## config.mk

```make
export PLATFORM = sky130hd
export DESIGN_NAME = mod_down_timer
export DESIGN_NICKNAME = d
export VERILOG_FILES = /design/src/rtl/mod_counter_pkg.sv /design/src/rtl/mod_down_timer.sv
export SDC_FILE = /design/constraint.sdc
export NUM_CORES = 1
export LEC_CHECK = 0
export ABC_AREA = 0
export CORE_AREA = 2 2 39 41
export DETAILED_ROUTE_END_ITERATION = 6
export DIE_AREA = 0 0 41 43
export PLACE_DENSITY = 0.45
export SYNTH_ARGS = -nofsm -noshare
export SYNTH_HDL_FRONTEND = slang
export SYNTH_SLANG_ARGS = --single-unit
```

## constraint.sdc

```tcl
create_clock -name clk -period 1.84 [get_ports clk]
set_clock_uncertainty 0.2 [all_clocks]
set_input_delay 0.368 -clock clk [delete_from_list [all_inputs] [get_ports clk]]
set_output_delay 0.368 -clock clk [all_outputs]
set_load 0.02 [all_outputs]
```

## src/rtl/mod_counter_pkg.sv

```systemverilog
// Shared types and helpers for the modulo counter family.
// Holds the run-state enum and the saturating clip used on loads.
package mod_counter_pkg;

    typedef enum logic {
        IDLE = 1'b0,
        RUN  = 1'b1
    } state_t;

    // Clamp v into 0..mod-1; values at or above mod saturate to mod-1.
    function automatic logic [31:0] clip(
        input logic [31:0] v,
        input logic [31:0] mod
    );
        return (v >= mod) ? (mod - 32'd1) : v;
    endfunction

endpackage

```

## src/rtl/mod_down_timer.sv

```systemverilog
// Modulo-MOD down timer with start/stop/load control and auto-reload.
// Ports: clk, reset (async, active high), en, start, stop, load,
//   load_val[N-1:0], oneshot (only with MOD_DOWN_ONESHOT_EN),
//   Q[N-1:0] count, tc terminal-count pulse, busy (state == RUN).
// Define MOD_DOWN_ONESHOT_EN to add the oneshot port: when high the
//   timer parks at 0 in IDLE after its first terminal count.
module mod_down_timer
    import mod_counter_pkg::*;
#(
    parameter int          N   = 3,
    parameter int unsigned MOD = 6
) (
    input  logic         clk,
    input  logic         reset,
    input  logic         en,
    input  logic         start,
    input  logic         stop,
    input  logic         load,
    input  logic [N-1:0] load_val,
`ifdef MOD_DOWN_ONESHOT_EN
    input  logic         oneshot,
`endif
    output logic [N-1:0] Q,
    output logic         tc,
    output logic         busy
);

    localparam logic [N-1:0] MAX = N'(MOD - 32'd1);

    state_t       state_q, state_d;
    logic [N-1:0] q_q, q_d;
    logic         tc_q, tc_d;
    logic [N-1:0] ld_clip;

    assign ld_clip = N'(clip(32'(load_val), 32'(MOD)));

    // Priority: stop > load > start > count. stop and load may both
    // take effect in one cycle (stop sets state, load sets Q).
    always_comb begin
        state_d = state_q;
        q_d     = q_q;
        tc_d    = 1'b0;
        if (stop) begin
            state_d = IDLE;
            if (load) begin
                q_d = ld_clip;
            end
        end else if (load) begin
            q_d = ld_clip;
        end else if (start) begin
            q_d     = MAX;
            state_d = RUN;
        end else if (state_q == RUN && en) begin
            if (q_q != '0) begin
                q_d = q_q - N'(1);
            end else begin
                tc_d = 1'b1;
`ifdef MOD_DOWN_ONESHOT_EN
                if (oneshot) begin
                    state_d = IDLE;
                end else begin
                    q_d = MAX;
                end
`else
                q_d = MAX;
`endif
            end
        end
    end

    always_ff @(posedge clk or posedge reset) begin
        if (reset) begin
            state_q <= IDLE;
            q_q     <= '0;
            tc_q    <= 1'b0;
        end else begin
            state_q <= state_d;
            q_q     <= q_d;
            tc_q    <= tc_d;
        end
    end

    assign Q    = q_q;
    assign tc   = tc_q;
    assign busy = (state_q == RUN);

endmodule

```

# After elaboration in Yosys (flattened, before gate mapping)
# Index checks and enable logic that the tools add are counted.
[word_totals]
output_inout_bits = 5
n_memories = 0
elab_cells = 28
rom_bits = 0
latch_bits = 0
ff_bits = 5
ram_bits = 0
[classes]
eq_ne = 2
reduce_logical = 6
div_mod_pow = 0
bitwise_logic = 0
multipliers = 0
mux = 15
shift = 0
magnitude_cmp = 1
add_sub_neg = 1
[ops]
columns = ["cell", "count"]
rows = [
  ["$mux W3", 7],
  ["$mux W1", 8],
  ["$reduce_bool A3 Y1", 2],
  ["$reduce_and A2 Y1", 2],
  ["$ge A3 B3 Y1 const B", 1],
  ["$sub A3 B1 Y3 const B", 1],
  ["$ne A2 B1 Y1 const B", 1],
  ["$ne A2 B2 Y1 const B", 1],
  ["$reduce_bool A2 Y1", 1],
  ["$logic_and A1 B1 Y1", 1],
]

# Depth between registers and ports, before layout
# Gate-level depths: netlist of the first run.
[logic_depth]
depth_word = 6
depth_mapped = 4
depth_no_buf = 4

# Worst setup path before layout of the first run
# Ideal clock, no wire load.
[synth_path]
path_type = "reg-to-reg"
startpoint = "reg state_q, in the netlist busy"
endpoint = "reg q_q[1], in the netlist Q[1]"
setup_slack_ns = 0.363
period_less_slack_ns = 1.477
arrival_time_ns = 1.155
path_stages_with_launch = 5
required_time_ns = 1.518
cell_sequence = "dfrtp_1 a21oi_1 o21ai_2 a21bo_1 a32o_1"
[synth_via]
elab_chain_len = 3
[synth_lines]
columns = ["item", "line_no", "text"]
rows = [
  ["from (decl)", "mod_down_timer.sv:30", "state_t state_q, state_d;"],
  ["from (signal assigned)", "mod_down_timer.sv:77", "state_q <= state_d;"],
  ["$logic_and A1 B1 Y1", "mod_down_timer.sv:53", "end else if (state_q == RUN && en) begin"],
  ["$reduce_bool A3 Y1 (no line)", "--", ""],
  ["$reduce_and A2 Y1 (no line)", "--", ""],
  ["to (signal assigned)", "mod_down_timer.sv:78", "q_q <= q_d;"],
  ["to (decl)", "mod_down_timer.sv:31", "logic [N-1:0] q_q, q_d;"],
]
# Every way passes these cells.
# A chain may end at the register's enable or synchronous reset.

# Worst setup path in the final report of the first run
[layout_path]
startpoint = "reg q_q[1], in the netlist Q[1]"
endpoint = "out Q[1]"
[layout_lines]
columns = ["item", "line_no", "text"]
rows = [
  ["to (decl)", "mod_down_timer.sv:23", "output logic [N-1:0] Q,"],
]
# No word-level cell between the ends.

==> metrics.md, run 1 <==
| Metric | Value |
|---|---|
| Post-route cell area | `485 um2` |
| Peak fanout along the critical path | `4` |
| Utilization of the core after routing | `35.1%` |
| Highest Clock Rate | `0.558 GHz` |
| # H-tree levels | `1` |
| Overall routed net length | `652 um` |
| Remaining global-route overflow | `0` |
| Final count of hold timing violations | `0` |
| Critical Path Sink Type | `output port` |
| Number of DRC markers in iteration 0 | `7` |
| Share of the clock period used by the worst path after layout | `97.3%` |
| Total of hold buffers inserted after clock tree synthesis | `0` |
| Slack of the worst reg-to-reg path | `0.44 ns` |
| Combinational power share | `between 20% and 30%` |
| Number of enable-type register cells in the synthesized netlist | `0` |
| Reg power frac | `about two fifths` |
| Area contributors post-synth | `dfrtp_1 45%, a21oi_1 9.0%, nor3_4 5.8%` |
| WP buf/inv | `1` |
| Launching element type of the critical path | `flop` |
| Number of remaining DRC errors | `0` |
| Post-route ant nets | `0` |
| Fraction of registers with async set or reset after synthesis | `100%` |
| Clock tree root driver cell | `clkbuf_4` |
| Post-cts sizing count | `2` |
| Setup Fix Bufs, Post-CTS | `0` |
| FF+latch count, synth | `5` |
| P&R area growth vs syn | `74.0%` |
| Post-Synthesis Cell Area | `~280 um2` |
| Die outline area | `1760 um2` |
| Global-route usage over all layers | `8.89%` |
| Number of cells produced by synthesis | `30` |
| Tightest slew margin relative to the limit | `between 80% and 90%` |
| Layout cells sized above 1 | `19.6%` |
| Latest clock arrival within the worst-skew pair | `0.23 ns` |
| Clock buffer depth | `2` |
| Part of the Yosys area used for sequential elements | `44.8%` |
| Final HPWL DP | `553 um` |
| Category of the most critical setup path | `reg2out` |
| Core Box Area | `about 1400 um2` |
| RSZ-0062 raised after global routing | `no` |
| Most used DFF post-synth | `dfrtp_1` |
| TritonCTS Sinks | `5` |
| Worst setup path start | `Q[1]$_DFFE_PP0P_` |
| Die Wd | `between 40 and 50 um` |
| Initial antenna violation count | `0` |
| Via count of the first global-routing pass | `289` |
| Per-instance average area after synthesis | `9.30 um2` |
| Fraction of power consumed by the clock network | `35.0%` |
| Req. time, crit path | `1.27 ns` |
| Maximum capacitance violations | `0` |
| Initial DRT Pass Iterations | `3` |
| P_leak | `between 0.2 and 0.25 nW` |
| Number of core rows | `14` |
| Cell family contributing the most delay on the critical path | `buffers and inverters` |
| End of the worst register-to-register path | `Q[1]$_DFFE_PP0P_` |
| Transition time at the pin with the least slew margin | `0.246 ns` |
| Area leader, netlist | `dfrtp_1` |
| Count of endpoints failing setup in the final report | `0` |
| Clock slew seen by the registers of the worst setup and hold paths | `0.04 ns` |
| Hold Path Class | `in2async` |
| Die outline height | `43 um` |
| Max stage delay cell, worst path | `clkdlybuf4s50_1` |
| Initial Util | `20.2%` |
| Critical Path, Cell by Cell | `clkdlybuf4s50_1` |
| Final critical path time including I/O delays and setup | `around 1.8 ns` |
| Antenna fix cells | `0` |
| Number of cells on the worst reg-to-reg path | `4` |
| Status | `completed` |
| CP arrival | `around 1.2 ns` |
| Number of nets produced by synthesis | `39` |
| Crit Reg-Reg Startpoint | `busy$_DFFE_PP0P_` |
| Max Slew Vio Count | `0` |
| Vias per cell | `4.28` |
| Wire length of the first global-routing pass | `1060 um` |
| Number of fill cells in the layout | `157` |
| Clock tree from TritonCTS | `built` |
| I/O pin total | `14` |
| Switching Fraction | `27.3%` |
| Share of the synthesized area in the top cell type | `about 45%` |
| WL per Instance | `roughly 10 um` |
| Number of clock buffers inserted by TritonCTS | `3` |
| Quantity of I/O buffers inserted on ports | `13` |
| Design internal power | `0.252 mW` |
| Switching power | `0.0947 mW` |
| Pin count of the biggest net entering global routing | `7` |
| Via count | `287` |
| Worst supply voltage drop on vdd | `0.296 mV` |
| Synth Warn # | `0` |
| Power per unit of standard cell area | `714 nW/um2` |
| Number of nets in the final layout | `61` |
| Total cell area at the placement stage | `roughly 460 um2` |
| Global placer's final weighted congestion | `0.756` |
| Distinct cell type count after synthesis | `16` |
| Crit path largest cell delay | `0.62 ns` |
| Top cells by instance count after synthesis | `5 x a21oi_1, 5 x dfrtp_1, 4 x nor2_1` |
==> stage by stage <==
step           instances  setup slack (ns)  total power, mW  setup TNS [ns]  hold WS, ns
3_5_place_dp          63            -0.141            0.233          -0.267        0.306
6_report              67            0.0491            0.347               0        0.134
5_1_grt               67           0.00551            0.375               0        0.152
3_3_place_gp          63            -0.152            0.233          -0.319        0.306
2_1_floorplan         30             0.363            0.176               0      -0.0535
4_1_cts               67            0.0332            0.355               0        0.131
==> sequential cells by signal (all words and copies together), names as in the netlist <==
signal and flops:
busy 1, Q 3, tc 1
==> how the worst max path moves through the flow <==
| stage | endpoint | slack [ns] | depth (start not counted) |
|---|---|---|---|
| floorplan | Q[1]$_DFFE_PP0P_ | 0.36 | 4 |
| finish | Q[1] | 0.05 | 1 |
| global placement | Q[0]$_DFFE_PP0P_ | -0.15 | 5 |
| global route | Q[1] | 0.006 | 1 |
| detailed placement | Q[0]$_DFFE_PP0P_ | -0.14 | 5 |
| CTS | Q[1] | 0.03 | 1 |
==> layout by cell type, fill, tap and decap left out <==
cell,synthesis,final
dlygate4sd2_1,0,2
o21bai_1,1,1
a21bo_1,1,1
nand2b_1,1,1
a211oi_1,1,1
o21ai_0,2,2
nor2_1,4,4
inv_1,2,2
nand3_1,1,1
nand4_1,1,1
mux2_2,1,1
a32o_1,1,1
dfrtp_1,5,5
clkdlybuf4s50_1,0,10
clkbuf_1,0,1
a21oi_1,5,5
buf_4,0,4
clkbuf_4,0,3
nand2_1,2,2
dlymetal6s2s_1,0,1
nor3_4,1,1
o21ai_2,1,1
==> cells by family (layout without fill, tap and decap cells) <==
logic type	after synthesis	in the layout	share of synthesized area, %
AOI/OAI and AO/OA	12	12	28.3
and+or+nand+nor	10	10	20.2
DFF	5	5	44.8
buffers and inverters	2	23	2.69
muxes	1	1	4.04
==> metal layers <==
metal | share of wire (%) | up-vias | track usage (%)
met5 | 0 | - | 0
met3 | 6.6 | 0 | 4.71
li1 | - | 150 | -
met1 | 44 | 131 | 10.2
met2 | 49 | 6 | 13.1
met4 | 0 | 0 | 4.00
==> final cells by class <==
| class | instances | area (um2) | area share, % |
|---|---|---|---|
| Multi-Input combinational cell | 23 | 146 | 30.2 |
| Clock buffer | 4 | 26.3 | 5.41 |
| Tap cell | 16 | 20.0 | 4.12 |
| Inverter | 2 | 7.51 | 1.55 |
| Sequential cell | 5 | 125 | 25.8 |
| Timing Repair Buffer | 17 | 160 | 33.0 |
==> power by group through the flow <==
stage               clock [mW]  sequential, mW  combinational, mW
floorplan                    0           0.146             0.0303
global route             0.140           0.135              0.100
detailed placement           0           0.134             0.0983
finish                   0.121           0.132             0.0927
CTS                      0.128           0.133             0.0944
global placement             0           0.134             0.0983
(Power assumes the default switching activity.)
==> run 2: changes to the inputs <==
CAP_MARGIN = 20   (was default)
==> results of run 2 <==
Final layout, timing and power as in run 1 (identical DEF).
